File: src/rtl/seq_div_pkg.sv
// Shared definitions for the sequential divider: state encoding and default width.
package seq_div_pkg;

  localparam int DEF_WIDTH = 32;

  typedef enum logic [1:0] {
    IDLE = 2'd0,
    RUN  = 2'd1,
    FIX  = 2'd2,
    DONE = 2'd3
  } state_t;

endpackage

File: src/rtl/seq_div_step.sv
// One restoring shift-subtract step. The partial remainder is always below
// the divisor, so the shifted value fits in WIDTH+1 bits and the borrow out
// of the subtraction decides the quotient bit.
module div_step #(
  parameter int WIDTH = 32
) (
  input  logic [WIDTH-1:0] rem,
  input  logic             dbit,
  input  logic [WIDTH-1:0] dvs,
  output logic [WIDTH-1:0] rem_nxt,
  output logic             qbit
);

  logic [WIDTH:0] shf;
  logic [WIDTH:0] diff;

  assign shf  = {rem, dbit};
  assign diff = shf - {1'b0, dvs};

  // Keep the difference when no borrow, otherwise restore the shifted value.
  always_comb begin
    qbit    = ~diff[WIDTH];
    rem_nxt = diff[WIDTH] ? shf[WIDTH-1:0] : diff[WIDTH-1:0];
  end

endmodule

File: src/rtl/seq_div.sv
// Sequential restoring divider, signed or unsigned, one quotient bit per cycle.
// The dividend register doubles as the quotient register: its MSB feeds the
// step each cycle while the new quotient bit shifts in at the LSB.
module seq_div
  import seq_div_pkg::*;
#(
  parameter int WIDTH = DEF_WIDTH
) (
  input  logic             clk,
  input  logic             rst_n,
  input  logic             start,
  input  logic             is_signed,
  input  logic [WIDTH-1:0] a,
  input  logic [WIDTH-1:0] b,
  output logic             busy,
  output logic             done,
  output logic [WIDTH-1:0] q,
  output logic [WIDTH-1:0] r,
  output logic             dbz
);

  localparam int CW = (WIDTH > 1) ? $clog2(WIDTH) : 1;

  state_t           state, nxt;
  logic [CW-1:0]    cnt;
  logic [WIDTH-1:0] dvd, rem, dvs;
  logic             sgn_q, sgn_r;
  logic [WIDTH-1:0] rem_nxt;
  logic             qbit;
  logic             bzero;
  logic             a_neg, b_neg;

  assign bzero = (b == '0);
  assign a_neg = is_signed & a[WIDTH-1];
  assign b_neg = is_signed & b[WIDTH-1];

  div_step #(.WIDTH(WIDTH)) u_step (
    .rem     (rem),
    .dbit    (dvd[WIDTH-1]),
    .dvs     (dvs),
    .rem_nxt (rem_nxt),
    .qbit    (qbit)
  );

  // State register.
  always_ff @(posedge clk or negedge rst_n) begin
    if (!rst_n) state <= IDLE;
    else        state <= nxt;
  end

  // Next-state and busy decode; a zero divisor skips straight to DONE.
  always_comb begin
    nxt  = state;
    busy = 1'b1;
    case (state)
      IDLE: begin
        busy = 1'b0;
        if (start) nxt = bzero ? DONE : RUN;
      end
      RUN:     if (cnt == '0) nxt = FIX;
      FIX:     nxt = DONE;
      DONE:    nxt = IDLE;
      default: nxt = IDLE;
    endcase
  end

  // Datapath: capture magnitudes on accept, iterate, apply signs, pulse done
  // on the edge leaving DONE so the result is registered one cycle before.
  always_ff @(posedge clk or negedge rst_n) begin
    if (!rst_n) begin
      cnt   <= '0;
      dvd   <= '0;
      rem   <= '0;
      dvs   <= '0;
      sgn_q <= 1'b0;
      sgn_r <= 1'b0;
      q     <= '0;
      r     <= '0;
      dbz   <= 1'b0;
      done  <= 1'b0;
    end else begin
      done <= 1'b0;
      case (state)
        IDLE: if (start) begin
          cnt   <= CW'(WIDTH - 1);
          rem   <= '0;
          dvd   <= a_neg ? -a : a;
          dvs   <= b_neg ? -b : b;
          sgn_q <= a_neg ^ b_neg;
          sgn_r <= a_neg;
          if (bzero) begin
            q   <= '1;
            r   <= a;
            dbz <= 1'b1;
          end
        end
        RUN: begin
          rem <= rem_nxt;
          dvd <= {dvd[WIDTH-2:0], qbit};
          cnt <= cnt - 1'b1;
        end
        FIX: begin
          q   <= sgn_q ? -dvd : dvd;
          r   <= sgn_r ? -rem : rem;
          dbz <= 1'b0;
        end
        DONE:    done <= 1'b1;
        default: ;
      endcase
    end
  end

endmodule
File: config.mk
export PLATFORM = sky130hd
export DESIGN_NAME = seq_div
export DESIGN_NICKNAME = d
export VERILOG_FILES = /design/src/rtl/seq_div_pkg.sv /design/src/rtl/seq_div_step.sv /design/src/rtl/seq_div.sv
export SDC_FILE = /design/constraint.sdc
export NUM_CORES = 1
export LEC_CHECK = 0
export CORE_ASPECT_RATIO = 2
export CORE_MARGIN = 2
export CORE_UTILIZATION = 57
export CTS_CLUSTER_DIAMETER = 50
export DETAILED_ROUTE_END_ITERATION = 8
export HOLD_SLACK_MARGIN = 0.05
export PLACE_DENSITY_LB_ADDON = 0.05
export RECOVER_POWER = 100
export SLEW_MARGIN = 40
export SYNTH_ARGS = -nofsm -noshare
export SYNTH_HDL_FRONTEND = slang
export SYNTH_SLANG_ARGS = --single-unit
File: constraint.sdc
create_clock -name clk -period 4 [get_ports clk]
set_input_delay 0.4 -clock clk [delete_from_list [all_inputs] [get_ports clk]]
set_output_delay 0.4 -clock clk [all_outputs]
set_load 0.05 [all_outputs]
== Word-level counts from Yosys, hierarchy flattened ==
Index checks and enable logic that the tools add are counted.

* Flip-flop bits (word level): 171
* Word-level logic and storage cells: 62
* Output and inout bits: 67

* Mux-type cells: 26
* Reduce and logical (&&, ||, !) cells: 9
* Equal/unequal tests: 6
* Add/sub/neg operators: 6
* Bitwise logic cells: 4

{| class="wikitable"
|+ Operator list
! operator !! count
|-
| 32-bit two-way mux || 11
|-
| 32-bit one-hot mux with 2 select lines || 4
|-
| 32-bit negation || 4
|-
| 33-bit by 32-bit subtractor with 33-bit output || 1
|-
| 32-bit logical NOT || 1
|-
| 5-bit one-hot mux with 2 select lines || 1
|-
| 2-bit one-hot mux with 4 select lines || 1
|-
| 2-bit two-way mux || 3
|-
| 2-bit inequality test (second input constant) || 3
|-
| 2-bit AND reduction || 3
|-
| 5-bit logical NOT || 1
|-
| 5-bit two-way mux || 1
|-
| 5-bit by 1-bit subtractor with 5-bit output (second input constant) || 1
|-
| 2-bit == test (second input constant) || 2
|-
| 1-bit two-way mux || 4
|-
| 2-bit nonzero test || 2
|-
| 3-bit AND reduction || 1
|-
| 1-bit AND || 2
|-
| 2-bit by 1-bit == test with 1-bit output (second input constant) || 1
|-
| 2-bit logical NOT || 1
|-
| 1-bit one-hot mux with 2 select lines || 1
|-
| 1-bit NOT || 1
|-
| 1-bit XOR || 1
|}

== Depth between registers and ports, before layout ==
Gate-level depths: netlist (run 1).

* Word-level depth: 4
* Gate-level depth with buffers: 13

== Modules after synthesis ==
From an unflattened synthesis (run 1), not the netlist that was laid out.

* Cell total of the unflattened synthesis: 1400
* Area total of the unflattened synthesis: 12035.3 um2

{| class="wikitable"
|+ By module, submodules not included
! module !! area each (um2) !! cells an instance !! instances !! seq. area each (um2)
|-
| seq_div || 9669.3 || 1094 || 1 || 4279.1
|-
| div_step || 2366.0 || 306 || 1 || 0.0
|}

== Least setup slack after synthesis (run 1) ==
No wires, ideal clock.

* Path type: input to register
* From: input b[0]
* To: register q[21]
* Path buffers: 2
* Required time: 3.879 ns
* Stages on the path: 13
* Arrival: 3.038 ns
* Path slack: 0.841 ns
* Library setup time: 0.121 ns
* Cell sequence: inv_1 ha_1 or3b_1 nor4_1 nand2_1 nor3_1 nand2_1 nor4_2 a21o_1 buf_2 nand2_1 buf_2 o22a_1

* Word-level cells in the longest chain between the ends: 3

{| class="wikitable"
|+ Ends and longest elaborated chain
! what !! line !! source
|-
| start, declared || seq_div.sv:14 || <nowiki>input logic [WIDTH-1:0] b,</nowiki>
|-
| 32-bit logical NOT || seq_div.sv:33 || <nowiki>assign bzero = (b == '0);</nowiki>
|-
| 2-bit inequality test (no line) || - ||
|-
| 3-bit AND reduction (no line) || - ||
|-
| end signal, assigned || seq_div.sv:103 || <nowiki>q <= sgn_q ? -dvd : dvd;</nowiki>
|-
| end, declared || seq_div.sv:17 || <nowiki>output logic [WIDTH-1:0] q,</nowiki>
|}

Every way passes these cells.
A chain may end at the register's enable or synchronous reset.

== Worst setup path after layout (run 1) ==
* From: register state[0]
* To: register rem[9]

* Word-level cells in the longest chain between the ends: 3

{| class="wikitable"
|+ Ends and longest elaborated chain
! what !! line !! source
|-
| start, declared || seq_div.sv:24 || <nowiki>state_t state, nxt;</nowiki>
|-
| start signal, assigned || seq_div.sv:48 || <nowiki>else state <= nxt;</nowiki>
|-
| 2-bit by 1-bit == test with 1-bit output / 2-bit logical NOT (equally long branches) || seq_div.sv:83 || <nowiki>case (state)</nowiki>
|-
| 2-bit nonzero test (no line) / 2-bit inequality test (equally long branches) || - ||
|-
| 2-bit AND reduction (no line) || - ||
|-
| end signal, assigned || seq_div.sv:98 || <nowiki>rem <= rem_nxt;</nowiki>
|-
| end, declared || seq_div.sv:26 || <nowiki>logic [WIDTH-1:0] dvd, rem, dvs;</nowiki>
|}

Several ways; a longest one is shown, not always the timed one.

==> metrics.cfg, run 1 <==
[run_status]
outcome=finished with violations
violations=capacitance limit, slew limit

[die]
initial_core_utilization=0.5787
design.die.area_um2=21250
core.rowCount=73
pin_count=135
core_box_area_um2=19730
dieHeight_um=204.2
die-width_um=104.1

[cts]
cts_hold_buffers=1
h_tree_levels=4
root_buffer=clkbuf_16
cts_resized=0
clkLatencyLatePin_ps=440
clk_path_buf_depth=2
post-cts-setup-buffers=0
cts_num_sinks=171
tritoncts.num_buffers=17
cts_tree=done
cts.reportedPaths.clkPinSlew_ps=60

[setup_path]
timing.critical_path.fanout_max=25
crit_path_start=state[0]
worstPathArrival_ps=3920
crit_required_ps=4350
r2r_cells=7
worstSetupPathType=reg2reg
timing.reg2reg.setup_slack_ps=440
critical_path.endpoint=rem[9]
worstSetupEndpointType=flip-flop
worst_r2r_startpoint=state[0]
critical_path.reg2reg.endpoint=rem[9]
crit_path_start_kind=flip-flop

[finish]
layout_commonest_cell=nand2_1
drive_gt1_frac=0.04871
sequential_cell_area_in_the_final_layout_um2=4279
final_cell_count_no_fill=1740
antenna_cells_inserted=0
fin_nets=1577
area_delta_synth_final_pct=19.40
most_frequent_cells_in_the_layout=nand2_1, o21ai_0, dfrtp_1
final_core_utilization=0.6910
multi_input_area_um2=6643
num-fill-cells=1714

[grt]
grt_most_used_layer=met2
antenna_found_initial=0
largest_net_degree_at_the_start_of_global_routing=104
grtUsageTotal=0.2847
grt_util_met2=0.5698
grtUsageMet3=0.04369
vias_in_the_first_global_route=9925
gr-total-overflow=0
use_met1=0.2788
wire_length_of_the_first_global_routing_pass_um=48190

[timing]
final.setup.tns_ps=0
grt_setup_unrepaired=no
fmaxAchievable_mhz=280.7
final.min_clock_period_ps=3562
layout_worst_path_cycle_share=0.8906
final_report_hold_violation_count=0
worst_clock_skew_ps=7.778
fin_hold_ws_ps=473.6
tightestPinTransition_ps=1916
worst_slew_margin_rel=-0.2801
final_max_slew_viol_count=96
setup_violations=0

[power]
share_comb_of_total_power=0.610
power_switching_share=0.4891
p_switching_mw=6.128
cellLeakagePower_nw=5.702
clock_power_share=0.129
pwr_per_cell_area_nw_per_um2=919.1
power.share.sequential=0.261
max-vdd-ir-drop_mv=0.4615
internal_power_mw=6.401

[route]
avgViaCountPerCell=5.822
drt.antenna.violating_nets=0
via_count=10130
wl_per_cell_um=16.94
drt_iter0_drc=382
detail_route.wirelength_um=29470
drc=0
drt_pass1_iterations=7

[hold_path]
hp-class=reg2reg

[place]
dpl.cell_count=1707
place.detailed.hpwl_um=22990
place.gp.congestion=0.8988
io_buffers=134

[synthesis]
synth_seq_area_share=0.3748
per_instance_average_area_after_synthesis_um2=8.445
synth-warning-count=0
synthesis.instances=1352
share_of_async_settable_or_async_resettable_flops_after_synthesis=1.000
ys.flop_type=dfrtp_1
syn-num-nets=1463
netlist_area_um2=11420
synth-edff-count=0
ys_ff_latch=171
synthDistinctLibCells=64

[run]
max-cap-violations=2

synth_stat cells (all sizes together), types with 14 or more instances:
master	count	area (um^2)
nand2	182	683.2
o21ai	180	900.9
dfrtp	171	4279
a21oi	89	445.4
nor2	86	322.8
xor2	84	735.7
xnor2	64	560.5
clkbuf	60	226.5
inv	59	221.5
ha	42	525.5
mux2i	42	420.4
nor3	27	135.1
a31oi	25	156.4
o31ai	22	170.2
a21o	18	135.1
a22oi	17	127.6
nor4	16	106.4
or3	15	108.9
nand3	14	70.07
o41ai	14	148.9
or4	14	112.6
routing by layer:
layer,wire [um],share of wire
met1,10350,0.35
met2,16950,0.57
met3,973,0.033
met4,1207,0.041
met5,0,0
flip-flops by register name (all words and copies together) (netlist names):
name   flops
sgn_q      1
dbz        1
dvd       32
state      2
sgn_r      1
q         32
r         32
cnt        5
rem       32
dvs       32
done       1
final cells by class:
| type | count | area share |
|---|---|---|
| clock buffer | 19 | 0.03249 |
| multi-input combinational | 1049 | 0.4873 |
| timing repair buffer | 167 | 0.1166 |
| clock inverter | 12 | 0.009179 |
| tap | 262 | 0.02405 |
| inverter | 60 | 0.01652 |
| sequential | 171 | 0.3139 |
cell families (layout without fill, tap and decap cells):
kind of cell / after synthesis / after routing / share of synthesized area
adder cells (fa/ha/maj): 43 / 43 / 0.04778
AO/OA/AOI/OAI: 427 / 427 / 0.2277
multiplexers: 42 / 42 / 0.03682
buffers and inverters: 132 / 258 / 0.04449
flip-flops: 171 / 171 / 0.3748
AND/OR/NAND/NOR: 389 / 389 / 0.1549
XOR/XNOR: 148 / 148 / 0.1135
power by group through the flow:
stage                     combinational, mW  clock, mW  sequential, mW
after detailed placement               7.76          0            3.30
final                                  7.64       1.62            3.28
after floorplan                        4.98          0            3.91
after global placement                 7.64          0            3.28
after global routing                   8.43       1.72            3.38
after CTS                              7.83       1.64            3.28
metrics by stage:
stage / setup slack, ps / cell area (um^2) / power [mW]
6_report: 437.8 / 13630 / 12.53
3_3_place_gp: 191.6 / 13100 / 10.92
3_5_place_dp: 67.41 / 13100 / 11.07
5_1_grt: 129.2 / 13630 / 13.54
4_1_cts: 469.0 / 13680 / 12.74
2_1_floorplan: 840.6 / 11420 / 8.900
worst max-delay path, cell delays in order (launching register included):
cell	delay (ps)
dfrtp_1	420
inv_1	100
ha_1	310
inv_1	310
a21boi_1	1540
clkbuf_2	590
nand2_1	110
o21ai_0	80
worst min path at each step:
stage             from       to  depth (start not counted)
2_1_floorplan    rst_n   cnt[0]                          0
3_3_place_gp   dvs[25]  dvs[25]                          2
3_5_place_dp   dvs[24]  dvs[24]                          2
4_1_cts        dvs[12]  dvs[12]                          2
5_1_grt        dvs[17]  dvs[17]                          2
6_report         r[26]    r[26]                          2
Power figures use the tool's default switching activity.
==> run 2: changes to the inputs <==
- CORE_UTILIZATION: 57 -> 55
==> run 2 against run 1 <==
Net effect:
- sequential share of layout area is 0.17 points lower
- wire length is 0.43% higher
- maximum frequency down 1.4%
- via count down 0.26%
- clock power up 7%
- the run still ends with capacitance limit, slew limit left
- die area increased by 3.5%
==> metrics.cfg, run 2 (same netlist as run 1, synthesis figures left out) <==
[place]
place.detailed.hpwl_um=23330
dpl-instance-area_um2=13140
io_buffers=134
place.gp.congestion=0.8958

[power]
cellLeakagePower_nw=5.728
max-vdd-ir-drop_mv=0.4182
pwr_per_cell_area_nw_per_um2=923.8

[finish]
fin_nets=1576
final_design_area_no_fill_um2=13710
num-fill-cells=1776
area_delta_synth_final_pct=20.05
antenna_cells_inserted=0
most_frequent_cells_in_the_layout=nand2_1, o21ai_0, dfrtp_1
layout_commonest_cell=nand2_1
drive_gt1_frac=0.05074

[setup_path]
critical_path.reg2reg.endpoint=cnt[3]
timing.critical_path.fanout_max=18
worstPathArrival_ps=3910
crit_required_ps=4300
worst_r2r_startpoint=state[0]
timing.reg2reg.setup_slack_ps=390
crit_path_start_kind=flip-flop
worstSetupEndpointType=flip-flop
r2r_cells=8
worstSetupPathType=reg2reg

[timing]
final_max_slew_viol_count=58
tightestPinTransition_ps=2434
worst_slew_margin_rel=-0.6224
final.min_clock_period_ps=3612
final_report_hold_violation_count=0
setup_violations=0
worst_clock_skew_ps=7.328
fmaxAchievable_mhz=276.8
layout_worst_path_cycle_share=0.9030
grt_setup_unrepaired=no
final.setup.tns_ps=0

[grt]
grtUsageTotal=0.2772
wire_length_of_the_first_global_routing_pass_um=48380
antenna_found_initial=0
largest_net_degree_at_the_start_of_global_routing=65
gr-total-overflow=0
vias_in_the_first_global_route=9890

[die]
pin_count=135
core.rowCount=74
core_box_area_um2=20370
die-width_um=105.9
dieHeight_um=207.8
initial_core_utilization=0.5605
design.die.area_um2=22000

[cts]
clk_path_buf_depth=2
cts_resized=0
cts_hold_buffers=1
clkLatencyLatePin_ps=450
cts_tree=done
tritoncts.num_buffers=17
root_buffer=clkbuf_16
cts_num_sinks=171
cts.reportedPaths.clkPinSlew_ps=70
h_tree_levels=4
post-cts-setup-buffers=0

[route]
avgViaCountPerCell=5.794
drt_iter0_drc=432
drt_pass1_iterations=5
detail_route.wirelength_um=29600
drt.antenna.violating_nets=0
drc=0
via_count=10110
wl_per_cell_um=16.97

[hold_path]
worst_hold_path.endpoint=dvs[14]
hold_depth=2
hp-class=reg2reg
hp-start=dvs[14]

[run]
max-cap-violations=2

[run_status]
outcome=finished with violations
violations=capacitance limit, slew limit

[run 2: worst max path at each step]
stage,start,to,cells after the start
floorplan,b[0],q[21],13
global placement,b[7],q[24],11
detailed placement,b[1],q[26],13
CTS,dvd[31],rem[12],13
global route,b[7],r[3],12
finish,state[0],cnt[3],8
[run 2: per-stage QoR]
stage | util | setup WS [ps] | hold WS, ps | power [mW] | instances
floorplan | - | 840.6 | 104.4 | 8.900 | 1352
global placement | 0.6435 | 185.8 | 461.1 | 10.94 | 1710
detailed placement | 0.6450 | 45.95 | 342.5 | 11.10 | 1711
CTS | 0.6754 | 454.0 | 437.6 | 12.86 | 1744
global route | 0.6729 | 183.9 | 508.1 | 13.68 | 1744
finish | 0.6729 | 387.9 | 477.5 | 12.66 | 1744
[run 2: layer usage]
layer / track usage / wire [um] / vias up
li1: - / - / 5022
met1: 0.2821 / 10560 / 4754
met2: 0.5468 / 17040 / 257
met3: 0.03705 / 895 / 72
met4: 0.1180 / 1107 / 0
met5: 0 / 0 / -
[run 2: report_power, final]
| group | switching [mW] | internal, mW | total [mW] |
|---|---|---|---|
| logic | 4.63 | 3.01 | 7.65 |
| registers | 0.803 | 2.48 | 3.29 |
| clock network | 0.727 | 1.00 | 1.73 |
[run 2: cell type report]
| type | instances | area (um^2) | area share |
|---|---|---|---|
| multi-input cells | 1049 | 6644 | 0.4847 |
| inverters | 60 | 225.2 | 0.01643 |
| clock buffers | 19 | 442.9 | 0.03231 |
| well taps | 266 | 332.8 | 0.02428 |
| flip-flops and latches | 171 | 4279 | 0.3122 |
| clock inverters | 13 | 167.7 | 0.01223 |
| repair buffers | 166 | 1615 | 0.1178 |
[run 2: worst max-delay path, stage by stage (launching register included)]
cell,delay (ps)
dfrtp_1,410
inv_1,80
ha_1,300
nand2_1,370
a21boi_0,1540
buf_4,450
nor4_1,90
xnor2_1,150
nand2_1,70
